## config.mk

```make
export PLATFORM = sky130hd
export DESIGN_NAME = traffic_light_controller
export DESIGN_NICKNAME = d
export VERILOG_FILES = /design/src/rtl/traffic_light_controller.sv
export SDC_FILE = /design/constraint.sdc
export NUM_CORES = 1
export LEC_CHECK = 0
export ABC_AREA = 1
export BUFFER_PORTS_ARGS = -buffer_cell sky130_fd_sc_hd__buf_2
export CAP_MARGIN = 40
export CORE_MARGIN = 3
export CORE_UTILIZATION = 29
export DETAILED_ROUTE_END_ITERATION = 10
export PLACE_DENSITY = 0.54
export SLEW_MARGIN = 10
export SYNTH_ARGS = -nofsm -noshare
export SYNTH_HDL_FRONTEND = slang
export SYNTH_SLANG_ARGS = --single-unit
```

## constraint.sdc

```tcl
create_clock -name clk -period 3.8 [get_ports clk]
set_input_delay 0.19 -clock clk [delete_from_list [all_inputs] [get_ports clk]]
set_output_delay 0.19 -clock clk [all_outputs]
set_load 0.05 [all_outputs]
```

## src/rtl/traffic_light_controller.sv

```systemverilog
// Timed Moore controller for a main/side street intersection with a pedestrian walk phase.
// Every phase length is a count of tick_en pulses; all lamp outputs are registered with the state.
module traffic_light_controller #(
  parameter int T_BASE = 6,
  parameter int T_EXT  = 3,
  parameter int T_YEL  = 2
) (
  input  logic       clk,
  input  logic       sys_reset,
  input  logic       tick_en,
  input  logic       sensor_in,
  input  logic       walkRegister_status,
  output logic       walkRegister_reset,
  output logic [2:0] main_lights,
  output logic [2:0] side_lights,
  output logic       walk_lamp,
  output logic [2:0] phase
);

  typedef enum logic [2:0] {
    MAIN_G1  = 3'd0,
    MAIN_G2  = 3'd1,
    MAIN_Y   = 3'd2,
    WALK     = 3'd3,
    SIDE_G   = 3'd4,
    SIDE_EXT = 3'd5,
    SIDE_Y   = 3'd6
  } phaseT;

  localparam logic [2:0] LAMP_R = 3'b100;
  localparam logic [2:0] LAMP_Y = 3'b010;
  localparam logic [2:0] LAMP_G = 3'b001;

  localparam logic [7:0] D_BASE = 8'(T_BASE);
  localparam logic [7:0] D_EXT  = 8'(T_EXT);
  localparam logic [7:0] D_YEL  = 8'(T_YEL);

  phaseT      state;
  phaseT      nextState;
  logic [7:0] count;
  logic [7:0] duration;
  logic       g2Short;
  logic       expire;

  function automatic logic [2:0] mainLamp(input phaseT s);
    case (s)
      MAIN_G1, MAIN_G2: mainLamp = LAMP_G;
      MAIN_Y:           mainLamp = LAMP_Y;
      default:          mainLamp = LAMP_R;
    endcase
  endfunction

  function automatic logic [2:0] sideLamp(input phaseT s);
    case (s)
      SIDE_G, SIDE_EXT: sideLamp = LAMP_G;
      SIDE_Y:           sideLamp = LAMP_Y;
      default:          sideLamp = LAMP_R;
    endcase
  endfunction

  // MAIN_G2 length was fixed by the sensor level seen when MAIN_G1 expired
  always_comb begin
    duration = D_BASE;
    case (state)
      MAIN_G2:  duration = g2Short ? D_EXT : D_BASE;
      MAIN_Y:   duration = D_YEL;
      WALK:     duration = D_EXT;
      SIDE_EXT: duration = D_EXT;
      SIDE_Y:   duration = D_YEL;
      default:  duration = D_BASE;
    endcase
  end

  always_comb begin
    nextState = MAIN_G1;
    case (state)
      MAIN_G1:  nextState = MAIN_G2;
      MAIN_G2:  nextState = MAIN_Y;
      MAIN_Y:   nextState = walkRegister_status ? WALK : SIDE_G;
      WALK:     nextState = SIDE_G;
      SIDE_G:   nextState = sensor_in ? SIDE_EXT : SIDE_Y;
      SIDE_EXT: nextState = SIDE_Y;
      SIDE_Y:   nextState = MAIN_G1;
      default:  nextState = MAIN_G1;
    endcase
  end

  assign expire = tick_en && (count == duration - 8'd1);
  assign phase  = state;

  // A tick on the expiring edge belongs to the old state; the new one starts at zero
  always_ff @(posedge clk) begin
    if (sys_reset) begin
      state              <= MAIN_G1;
      count              <= 8'd0;
      g2Short            <= 1'b0;
      main_lights        <= LAMP_G;
      side_lights        <= LAMP_R;
      walk_lamp          <= 1'b0;
      walkRegister_reset <= 1'b1;
    end else begin
      walkRegister_reset <= 1'b0;
      if (expire) begin
        state       <= nextState;
        count       <= 8'd0;
        main_lights <= mainLamp(nextState);
        side_lights <= sideLamp(nextState);
        walk_lamp   <= (nextState == WALK);
        if (nextState == WALK) walkRegister_reset <= 1'b1;
        if (state == MAIN_G1) g2Short <= sensor_in;
      end else if (tick_en) begin
        count <= count + 8'd1;
      end
    end
  end

endmodule
```

==> reports/metrics.cfg <==
[outcome]
status=complete, no violations

[place]
port_buffers=15
hpwl_um=1670
placed_cell_area_mm2=0.00116
gp_congestion=0.884
post-place-ws_ns=2.21

[clocking]
clockBufferDepth=2
holdBufCountCts=0
cts_tree=done
cts_resized=0
cts_sinks=20
cts_buffers=3
cts_htree_levels=1
cts-root-buf=clkbuf_4
insertion_delay_ns=0.30
postCtsSetupBuffers=0
clkTransAtPathRegs_ns=0.11

[setup_path]
critPathKind=flip-flop to flip-flop
cpPeakStageDelay_ns=0.54
ff2ff_setup_slack_ns=2.20
critPathMaxFanout=10
r2r-end=phase[2]$_SDFFE_PP0P_
r2r_cells=9
crit_buf_inv=0
cp_slowest_cell=dfxtp_1
cp-start-kind=flip-flop
cp.required_ns=4.01
worst_path_most_repeated_cell=nand2_1
crit_chain=nand2_1 > nand2_1 > nand2_1 > o21ai_0 > nand2_2 > nor2_8 > nand2_2 > nand2_1 > nor2_1
cp.arrival_ns=1.81
r2r-start=phase[1]$_SDFFE_PP0P_
cp-end-kind=flip-flop
critPathTopFamily=simple AND/OR/NAND/NOR gates

[die]
die_x_um=65.8
placementRows=21
initial_core_util_pct=30.6
ios=16
die-area_mm2=0.00433
die_h_um=65.8
core_area_mm2=0.00339

[sta]
tightest_slew_ns=0.404
slew_violations=0
period_needed_ns=1.60
rsz0062_at_grt=no
final.setup.worst_slack_ns=2.20
setup_viol=0
finClkSkew_ns=0.00539
fin_crit_sh_pct=42.1
fmax_mhz=626
tns_ns=0
slew_headroom_pct=72.8
hold_viol_final=0

[power_and_ir_drop]
power.density_mw_per_mm2=292
pwr-share-comb_pct=8.1
pwr-share-seq_pct=62.6
peakVddDrop_mv=0.152
switchingPower_uw=85.7
p_leak_nw=0.559
power.share.clock_pct=29.3
total_power_uw=344
p_sw_share_pct=24.9
p_int_uw=258

[final_layout]
fin_nets=167
layout_common_cells=nand2_1 (32), nor2_1 (23), dfxtp_1 (20)
final_area_mm2=0.00118
area_growth_pct=13.5
layout-drive-gt1-share_pct=23.9
final_core_util_pct=34.8
final_common_cell=nand2_1
n_antenna_cell=0

[detailed_routing]
drtIter0Drc=46
antenna_left=0
wl_per_cell_um=10.3
routed_wl_um=2110
drtPass1Iterations=4
drc=0
num_vias=922
viasPerCell=4.50

[grt]
overflow=0
grt_util_all_layers_pct=11.7
grt_max_degree=11
grt_pass1_wl_um=3890
grt_pass1_vias=927
antenna_found_initial=0

[yosys]
ys_types=27
synth_warnings=0
syn_area_per_cell_um2=7.26
synth_seq_area_share_pct=38.6
syn-instance-count=143
syn-num-nets=149
netlist_area_mm2=0.00104
ys_ff_latch=20

[worst_hold_path]
min_to=main_lights[1]$_SDFFE_PP0P_
worstHoldPathType=primary input to flip-flop
hold_start=sys_reset
whs_path_depth=2

[flow_run]
max-cap-violations=0

[cell families after synthesis]
logic type | count (synthesis) | synth area share, %
AOI/OAI and AO/OA | 16 | 9.16
xor gates and xnor gates | 4 | 3.37
adders and majority gates | 1 | 1.20
buffers and inverters | 17 | 6.87
DFF | 20 | 38.6
and+or+nand+nor | 85 | 40.8
[cells in the mapped netlist]
| cell | n | share of area [%] |
|---|---|---|
| nor2_2 | 1 | 0.60 |
| a21oi_2 | 2 | 1.7 |
| o21ai_1 | 5 | 2.4 |
| a31oi_1 | 1 | 0.60 |
| xor2_1 | 3 | 2.5 |
| xnor2_1 | 1 | 0.84 |
| nor2_1 | 23 | 8.3 |
| nor2_8 | 1 | 1.9 |
| inv_1 | 11 | 4.0 |
| nand3_1 | 8 | 3.9 |
| nor3_1 | 5 | 2.4 |
| nor3_2 | 3 | 2.9 |
| nand2_2 | 5 | 3.0 |
| dfxtp_1 | 20 | 39 |
| clkinv_1 | 1 | 0.36 |
| nand3b_1 | 1 | 0.72 |
| inv_2 | 3 | 1.1 |
| ha_1 | 1 | 1.2 |
| o21ai_0 | 2 | 0.96 |
| nand4_1 | 2 | 1.2 |
| a21oi_1 | 4 | 1.9 |
| nand2_4 | 2 | 2.2 |
| buf_4 | 2 | 1.4 |
| nor2_4 | 2 | 2.2 |
| nand2_1 | 32 | 12 |
| a211oi_1 | 1 | 0.72 |
| o21ai_2 | 1 | 0.84 |
[power by group through the flow]
stage / registers [mW] / logic [mW] / clock network [mW]
final: 0.215 / 0.0278 / 0.101
after global routing: 0.216 / 0.0317 / 0.118
after CTS: 0.215 / 0.0282 / 0.105
after detailed placement: 0.220 / 0.0280 / 0
after global placement: 0.220 / 0.0277 / 0
after floorplan: 0.222 / 0.0176 / 0
[registers in the layout, summed over array words and instances (netlist names)]
| register | count |
|---|---|
| main_lights | 3 |
| walk_lamp | 1 |
| g2Short | 1 |
| phase | 3 |
| count | 8 |
| walkRegister_reset | 1 |
| side_lights | 3 |
[worst max-delay path by stage]
stage | from | endpoint | slack, ns | depth (start not counted)
final | phase[1]$_SDFFE_PP0P_ | phase[2]$_SDFFE_PP0P_ | 2.20 | 9
after global routing | phase[1]$_SDFFE_PP0P_ | side_lights[1]$_SDFFE_PP0P_ | 1.99 | 9
after CTS | phase[0]$_SDFFE_PP0P_ | phase[2]$_SDFFE_PP0P_ | 2.20 | 11
after detailed placement | phase[0]$_SDFFE_PP0P_ | phase[2]$_SDFFE_PP0P_ | 2.21 | 11
after global placement | phase[0]$_SDFFE_PP0P_ | side_lights[1]$_SDFFE_PP0P_ | 2.23 | 9
after floorplan | phase[1]$_SDFFE_PP0P_ | phase[2]$_SDFFE_PP0P_ | 2.06 | 10
[final cells by class]
type                       count  area (um^2)
sequential                    20          400
fill                         376         2210
multi-input combinational    106          567
timing repair buffer          15         75.1
tap                           46         57.6
clock buffer                   3         22.5
inverter                      15         56.3
[worst register-to-register path: stages, from the launching register on]
cell and delay, ns:
dfxtp_1 0.54, nand2_1 0.16, nand2_1 0.13, nand2_1 0.06
o21ai_0 0.10, nand2_2 0.12, nor2_8 0.19, nand2_2 0.10
nand2_1 0.08, nor2_1 0.05
[per-layer routing]
metal / track usage, % / up-vias / wire (um)
met4: 3.37 / 0 / 22
met5: 0 / - / 0
li1: - / 491 / -
met3: 3.74 / 5 / 102
met1: 13.3 / 412 / 962
met2: 20.7 / 14 / 1020
[metrics by stage]
stage	std cells	hold slack, ns
floorplan	143	0.252
global placement	202	0.424
detailed placement	202	0.422
CTS	205	0.0937
global route	205	0.0850
finish	205	0.102
No activity file was read; power rests on OpenSTA's default activity.
